<file path="src/rtl/div_unit_if.sv">
// Handshake and operand/result bundle between the control unit and div_unit.
interface div_unit_if #(
  parameter int WIDTH = 32
);
  logic             div_control;
  logic [WIDTH-1:0] a_in;
  logic [WIDTH-1:0] b_in;
  logic [WIDTH-1:0] hi_out;
  logic [WIDTH-1:0] lo_out;
  logic             div_end;
  logic             div_zero;
  logic             busy;

  modport master (
    output div_control, a_in, b_in,
    input  hi_out, lo_out, div_end, div_zero, busy
  );

  modport slave (
    input  div_control, a_in, b_in,
    output hi_out, lo_out, div_end, div_zero, busy
  );
endinterface

</file>
<file path="src/rtl/div_unit.sv">
// Sequential signed divider: restoring shift-subtract on magnitudes, then sign fix.
// Quotient goes to LO, remainder to HI; remainder takes the dividend's sign.
module div_unit #(
  parameter int WIDTH = 32,
  parameter int CNT_W = 6
) (
  input logic       clk,
  input logic       reset,
  div_unit_if.slave bus
);

  typedef enum logic [2:0] {
    S_IDLE,
    S_RUN,
    S_FIX,
    S_DONE,
    S_ZERO
  } state_t;

  state_t           r_state;
  state_t           w_next;
  logic             w_end_nxt;
  logic             w_zero_nxt;

  logic [WIDTH-1:0] r_dvd;
  logic [WIDTH-1:0] r_div;
  logic [WIDTH-1:0] r_rem;
  logic [WIDTH-1:0] r_quo;
  logic [CNT_W-1:0] r_cnt;
  logic             r_sign_q;
  logic             r_sign_r;
  logic [WIDTH-1:0] r_hi;
  logic [WIDTH-1:0] r_lo;
  logic             r_end;
  logic             r_zero;

  logic [WIDTH-1:0] w_a_mag;
  logic [WIDTH-1:0] w_b_mag;
  logic [WIDTH:0]   w_rem_sh;
  logic [WIDTH:0]   w_diff;
  logic             w_ge;

  // Negating the most negative value wraps back to itself, which is the
  // correct unsigned magnitude 2^(WIDTH-1).
  assign w_a_mag  = bus.a_in[WIDTH-1] ? -bus.a_in : bus.a_in;
  assign w_b_mag  = bus.b_in[WIDTH-1] ? -bus.b_in : bus.b_in;

  assign w_rem_sh = {r_rem, r_dvd[WIDTH-1]};
  assign w_diff   = w_rem_sh - {1'b0, r_div};
  assign w_ge     = ~w_diff[WIDTH];

  always_ff @(posedge clk or posedge reset) begin
    if (reset) begin
      r_state <= S_IDLE;
    end else begin
      r_state <= w_next;
    end
  end

  always_comb begin
    w_next     = r_state;
    w_end_nxt  = 1'b0;
    w_zero_nxt = 1'b0;
    case (r_state)
      S_IDLE: begin
        if (bus.div_control) begin
          w_next = (bus.b_in == '0) ? S_ZERO : S_RUN;
        end
      end
      S_RUN: begin
        if (r_cnt == CNT_W'(WIDTH - 1)) begin
          w_next = S_FIX;
        end
      end
      S_FIX: begin
        w_next = S_DONE;
      end
      S_DONE: begin
        w_end_nxt = 1'b1;
        w_next    = S_IDLE;
      end
      S_ZERO: begin
        w_end_nxt  = 1'b1;
        w_zero_nxt = 1'b1;
        w_next     = S_IDLE;
      end
      default: begin
        w_next = S_IDLE;
      end
    endcase
  end

  always_ff @(posedge clk or posedge reset) begin
    if (reset) begin
      r_dvd    <= '0;
      r_div    <= '0;
      r_rem    <= '0;
      r_quo    <= '0;
      r_cnt    <= '0;
      r_sign_q <= 1'b0;
      r_sign_r <= 1'b0;
      r_hi     <= '0;
      r_lo     <= '0;
      r_end    <= 1'b0;
      r_zero   <= 1'b0;
    end else begin
      r_end  <= w_end_nxt;
      r_zero <= w_zero_nxt;
      case (r_state)
        S_IDLE: begin
          if (bus.div_control) begin
            r_sign_q <= bus.a_in[WIDTH-1] ^ bus.b_in[WIDTH-1];
            r_sign_r <= bus.a_in[WIDTH-1];
            r_dvd    <= w_a_mag;
            r_div    <= w_b_mag;
            r_rem    <= '0;
            r_quo    <= '0;
            r_cnt    <= '0;
          end
        end
        S_RUN: begin
          r_rem <= w_ge ? w_diff[WIDTH-1:0] : w_rem_sh[WIDTH-1:0];
          r_quo <= {r_quo[WIDTH-2:0], w_ge};
          r_dvd <= {r_dvd[WIDTH-2:0], 1'b0};
          r_cnt <= r_cnt + CNT_W'(1);
        end
        S_FIX: begin
          r_lo <= r_sign_q ? -r_quo : r_quo;
          r_hi <= r_sign_r ? -r_rem : r_rem;
        end
        default: begin
        end
      endcase
    end
  end

  assign bus.hi_out   = r_hi;
  assign bus.lo_out   = r_lo;
  assign bus.div_end  = r_end;
  assign bus.div_zero = r_zero;
  assign bus.busy     = (r_state != S_IDLE);

endmodule

</file>
<file path="src/flat_wrapper.sv">
// flat-port wrapper written by rule: the top's interface ports become plain ports
module div_unit_flat 
#(
  parameter int WIDTH = 32,
  parameter int CNT_W = 6
)
  (clk, reset, bus_div_control, bus_a_in, bus_b_in, bus_hi_out, bus_lo_out, bus_div_end, bus_div_zero, bus_busy);
  div_unit_if #(.WIDTH(WIDTH)) bus_i ();
  input logic clk;
  input logic reset;
  input wire logic [$bits(bus_i.div_control)-1:0] bus_div_control;
  input wire logic [$bits(bus_i.a_in)-1:0] bus_a_in;
  input wire logic [$bits(bus_i.b_in)-1:0] bus_b_in;
  output wire logic [$bits(bus_i.hi_out)-1:0] bus_hi_out;
  output wire logic [$bits(bus_i.lo_out)-1:0] bus_lo_out;
  output wire logic [$bits(bus_i.div_end)-1:0] bus_div_end;
  output wire logic [$bits(bus_i.div_zero)-1:0] bus_div_zero;
  output wire logic [$bits(bus_i.busy)-1:0] bus_busy;
  assign bus_i.div_control = bus_div_control;
  assign bus_i.a_in = bus_a_in;
  assign bus_i.b_in = bus_b_in;
  assign bus_hi_out = bus_i.hi_out;
  assign bus_lo_out = bus_i.lo_out;
  assign bus_div_end = bus_i.div_end;
  assign bus_div_zero = bus_i.div_zero;
  assign bus_busy = bus_i.busy;
  div_unit #(.WIDTH(WIDTH), .CNT_W(CNT_W)) u_core (.clk(clk), .reset(reset), .bus(bus_i));
endmodule
</file>
<file path="config.mk">
export PLATFORM = sky130hd
export DESIGN_NAME = div_unit_flat
export DESIGN_NICKNAME = d
export VERILOG_FILES = /design/src/rtl/div_unit_if.sv /design/src/rtl/div_unit.sv /design/src/flat_wrapper.sv
export SDC_FILE = /design/constraint.sdc
export NUM_CORES = 1
export LEC_CHECK = 0
export BUFFER_PORTS_ARGS = -buffer_cell sky130_fd_sc_hd__buf_2
export CAP_MARGIN = 0
export CORE_MARGIN = 1.5
export CORE_UTILIZATION = 60
export DETAILED_ROUTE_END_ITERATION = 6
export HOLD_SLACK_MARGIN = 0.1
export MAX_ROUTING_LAYER = met4
export PLACE_DENSITY = 0.86
export SKIP_CTS_REPAIR_TIMING = 1
export SLEW_MARGIN = 15
export SYNTH_ARGS = -nofsm -noshare
export SYNTH_HDL_FRONTEND = slang
export SYNTH_SLANG_ARGS = --single-unit
</file>
<file path="constraint.sdc">
create_clock -name clk -period 10.9 [get_ports clk]
set_input_delay 3.27 -clock clk [delete_from_list [all_inputs] [get_ports clk]]
set_output_delay 3.27 -clock clk [all_outputs]
set_load 0.05 [all_outputs]
</file>
* Word level (Yosys, flattened, before mapping)
Index checks and enable logic that the tools add are counted.
** Storage, ports and cells
- Register bits after elaboration :: 205
- Output and inout port bits :: 67
- Word-level logic and storage cells :: 53
** Cells by class
- Add/sub/neg operators :: 6
- Equality and inequality tests :: 7
- Mux-type cells :: 18
- Bitwise operators :: 2
- Reductions and logical operators :: 8
** Operators by type and width (count)
- 2-to-1 mux 32 bit :: 7
- one-hot mux 32 bit (2 select lines) :: 3
- negator 32 bit :: 4
- subtractor 33 x 32 -> 33 bit :: 1
- zero test 32 bit :: 1
- one-hot mux 6 bit (2 select lines) :: 1
- 2-to-1 mux 3 bit :: 3
- one-hot mux 3 bit (3 select lines) :: 1
- adder 6 x 1 -> 6 bit (second input constant) :: 1
- == test 3 x 2 -> 1 bit (second input constant) :: 2
- == test 6 x 5 -> 1 bit (second input constant) :: 1
- 2-to-1 mux 6 bit :: 1
- AND reduction 2 bit :: 3
- == test 3 x 1 -> 1 bit (second input constant) :: 1
- == test 3 bit (second input constant) :: 1
- zero test 3 bit :: 1
- nonzero test 3 bit :: 1
- 2-to-1 mux 1 bit :: 2
- inequality test 2 x 1 -> 1 bit (second input constant) :: 1
- inequality test 2 bit (second input constant) :: 1
- nonzero test 2 bit :: 1
- OR reduction 2 bit :: 1
- inverter 1 bit :: 1
- bitwise XOR 1 bit :: 1

* Longest topological paths before layout
- Word-level depth :: 4
- Depth in mapped cells :: 13
- Depth with buffers taken out :: 12

* Least setup slack after synthesis
OpenSTA, ideal clock, no wires.
- Path kind :: input -> register
- Start :: input bus_b_in[9]
- End :: register u_core.r_div[30]
- Library setup time :: 0.132 ns
- Arrival :: 5.655 ns
- Data required time :: 10.768 ns
- Slack :: 5.113 ns
- Cell stages on the path :: 8
- Path through :: or4_1 -> or2_4 -> or4_4 -> or3_4 -> or3_4 -> o41ai_2 -> xor2_1 -> o21ai_1
** On the way
- Cells in the longest elaborated chain, start to end :: 2
** RTL lines
- start: declaration :: line flat_wrapper.sv:13 : input wire logic [$bits(bus_i.b_in)-1:0] bus_b_in;
- negator 32 bit :: line div_unit.sv:46 : assign w_b_mag = bus.b_in[WIDTH-1] ? -bus.b_in : bus.b_in;
- 2-to-1 mux 32 bit :: line div_unit.sv:46
- end signal: assignment :: line div_unit.sv:115 : r_div <= w_b_mag;
- end: declaration :: line div_unit.sv:26 : logic [WIDTH-1:0] r_div;
Every way passes these cells.
A chain may end at the register's enable or synchronous reset.

* Worst setup path in the final report
- Start :: input bus_b_in[9]
- End :: register u_core.r_div[27]
Same word-level chain as after synthesis.

==> results.cfg <==
[floorplan]
dieArea_um2 = 21200
num_io_pins = 134
die_w_um = 146
rows = 52
core-area_um2 = 20100
initial_utilization_pct = 60.8
die_height_um = 146

[detailed_routing]
vias = 10400
drt_wl_total_um = 27800
ant_nets = 0
drc = 0
dr.first_iter.drc_count = 754
avgViaCountPerCell = 5.88
wl_per_cell_um = 15.8
firstDrtPassIters = 6

[grt]
grt_use_met2_pct = 43.0
use_met1_pct = 36.2
grt_max_degree = 129
grt.busiest_layer = met2
grt_usage_pct = 26.6
antenna_found_initial = 0
grt_pass1_wl_um = 46000
grtUsageMet3_pct = 3.20
grt_pass1_vias = 9486
overflow = 0

[setup_path]
worstPathRequired_ps = 11270
critPathKind = input port to register
r2r_setup_slack_ps = 6690
critPathArrivalTime_ps = 6010
r2r_cells = 11
endpoint_kind = register
crit_fanout = 5
crit_path_start_kind = input port

[logic_synthesis]
syn-cell-area_um2 = 12200
synth_area_per_cell_um2 = 8.75
synth.net_count = 1503
synth_seq_area_share_pct = 41.9
synth_edf_count = 0
ys_async_sr_fraction_pct = 100
yosysWarningCount = 0
yosys.cell_types.count = 63
synth-seq-cells = 205
syn_inst = 1398
synth-main-ff-cell = dfrtp_1

[sta]
setup_violations = 0
finalHoldViolations = 0
grt_setup_unrepaired = false
finalCritPeriodShare_pct = 51.8
timing.fmax_mhz = 177
finalCriticalPeriod_ps = 5640
clock_skew_ps = 17.9
worst_slew_pin_slew_ps = 1110
slew_viol_final = 0
tns_ps = 0
slew_headroom_pct = 25.8

[final_layout]
layout_common_cells = 253 x nand2_1, 210 x o21ai_0, 205 x dfrtp_1
num-fill-cells = 1562
ff_latch_area_um2 = 5130
syn2layout_area_growth_pct = 13.2
layout.nets = 1585
n_antenna_cell = 0
multiInputGateArea_um2 = 6630
final_cells = 1766
final_layout_size_suffix_gt1_share_pct = 13.7
final_common_cell = nand2_1

[placement]
routabilityCongestion = 0.928
hpwl_um = 19300
portBuffers = 133
dpl.cell_count = 1726

[power_and_ir_drop]
p_clk_share_pct = 16.6
peakVddDrop_uv = 244
p_leak_uw = 0.00664
power.internal_uw = 2640
swShare_pct = 47.9
p_comb_share_pct = 56.4
seqPwrFrac_pct = 27.0
p_switching_uw = 2430
power_density_nw_per_um2 = 366

[clocking]
cts.clk_slew.worst_paths_ps = 60
cts_max_level = 1
cts.sinks = 205
cts-buffers-inserted = 22
clk_latency_ps = 510
cts_tree = yes
clock-root-buffer = clkbuf_16
clockBufferDepth = 3

[worst_hold_path]
min_path_type = register to register
hold_depth = 2

[run]
maxCapViolations = 0

[status]
outcome = finished clean
-- area by class of cell --
class	instances	area share [%]
multi-input combinational	1058	47.8
sequential	205	37.0
timing repair buffer	140	5.19
clock buffer	27	4.55
tap	270	2.44
inverter	53	1.49
clock inverter	13	1.45
-- stage by stage --
| step | instance area (um2) | util, % | hold slack (ps) | total power, uW | setup WS [ps] |
|---|---|---|---|---|---|
| 4_1_cts | 13800 | 68.9 | 479 | 5070 | 5290 |
| 5_1_grt | 13800 | 68.9 | 506 | 5450 | 5160 |
| 3_3_place_gp | 13000 | 64.8 | 457 | 4110 | 4890 |
| 6_report | 13800 | 68.9 | 471 | 5070 | 5260 |
| 3_5_place_dp | 13000 | 64.8 | 465 | 4210 | 4820 |
| 2_1_floorplan | 12200 | - | 450 | 3590 | 2030 |
-- routing by layer --
| metal | wire length [um] | vias to the layer above |
|---|---|---|
| met4 | 467 | 0 |
| met2 | 13300 | 261 |
| met3 | 1440 | 44 |
| met5 | 0 | - |
| met1 | 12700 | 4992 |
| li1 | - | 5085 |
-- synth_stat cells (all sizes together), types with 2 or more instances --
cell type / count / area, um2
nand3: 47 / 235
nor2b: 8 / 50.1
nand4b: 2 / 17.5
ha: 37 / 463
nand3b: 2 / 15.0
a2111oi: 2 / 17.5
nand4: 6 / 37.5
a21o: 13 / 97.6
a22o: 2 / 17.5
mux2i: 34 / 340
clkbuf: 70 / 263
or3: 27 / 189
o31ai: 32 / 240
inv: 53 / 199
o211ai: 5 / 37.5
a211oi: 6 / 45.0
o41ai: 18 / 173
or3b: 2 / 17.5
nand2b: 11 / 68.8
a311o: 2 / 20.0
o22ai: 3 / 18.8
nor3b: 3 / 22.5
o21a: 5 / 37.5
o2111ai: 4 / 35.0
and3: 5 / 31.3
or2: 2 / 15.0
nor3: 12 / 65.1
nor4: 7 / 50.1
xnor2: 29 / 254
o21ai: 220 / 1100
a22oi: 28 / 210
or4: 18 / 150
nand2: 256 / 961
and2: 8 / 50.1
a21oi: 27 / 135
nor2: 34 / 128
a221oi: 2 / 17.5
o32ai: 2 / 17.5
a31oi: 4 / 25.0
xor2: 117 / 1020
o21bai: 4 / 30.0
dfrtp: 205 / 5130
buf: 12 / 56.3
-- kinds of logic (layout without fill, tap and decap cells) --
group                      Yosys count  in the layout  synth area share (%)
DFF                                205            205                  41.9
buffers and inverters              135            233                  4.24
adders and majority gates           38             38                  3.95
AOI/OAI and AO/OA                  387            387                  19.2
xor gates and xnor gates           146            146                  10.5
muxes                               34             34                  2.78
and+or+nand+nor                    453            453                  17.4
-- worst max-delay path: stages --
cell and delay [ps]:
buf_2 130, or4_1 560, or2_4 270, or4_4 440
or3_4 390, or3_4 370, o31ai_1 300, xor2_1 200
o21ai_1 70
-- registers in the layout, summed over array words and instances (netlist names) --
name,count
u_core.bus.hi_out,32
u_core.bus.lo_out,32
u_core.r_div,32
u_core.r_dvd,32
u_core.r_quo,32
u_core.r_rem,32
u_core.r_cnt,6
u_core.r_state,3
u_core.bus.div_end,1
u_core.bus.div_zero,1
u_core.r_sign_q,1
u_core.r_sign_r,1
-- power by group through the flow --
stage | registers [uW] | clock network (uW) | logic, uW
global placement | 1360 | 0 | 2760
detailed placement | 1370 | 0 | 2830
finish | 1370 | 841 | 2860
global route | 1410 | 886 | 3160
CTS | 1360 | 851 | 2850
floorplan | 1650 | 0 | 1940
-- path summary, 6_finish.rpt --
| path | startpoint | to |
|---|---|---|
| min in group asynchronous | reset | u_core.bus.hi_out[3]$_DFFE_PP0P_ |
| worst max register to register | u_core.r_rem[18]$_DFFE_PP0P_ | u_core.r_rem[17]$_DFFE_PP0P_ |
| worst min-delay path | u_core.bus.hi_out[3]$_DFFE_PP0P_ | u_core.bus.hi_out[3]$_DFFE_PP0P_ |
| max in group asynchronous | reset | u_core.r_quo[26]$_DFFE_PP0P_ |
| worst max-delay path | bus_b_in[9] | u_core.r_div[27]$_DFFE_PP0P_ |
| worst min register to register | u_core.bus.hi_out[3]$_DFFE_PP0P_ | u_core.bus.hi_out[3]$_DFFE_PP0P_ |
(Power assumes the default switching activity.)
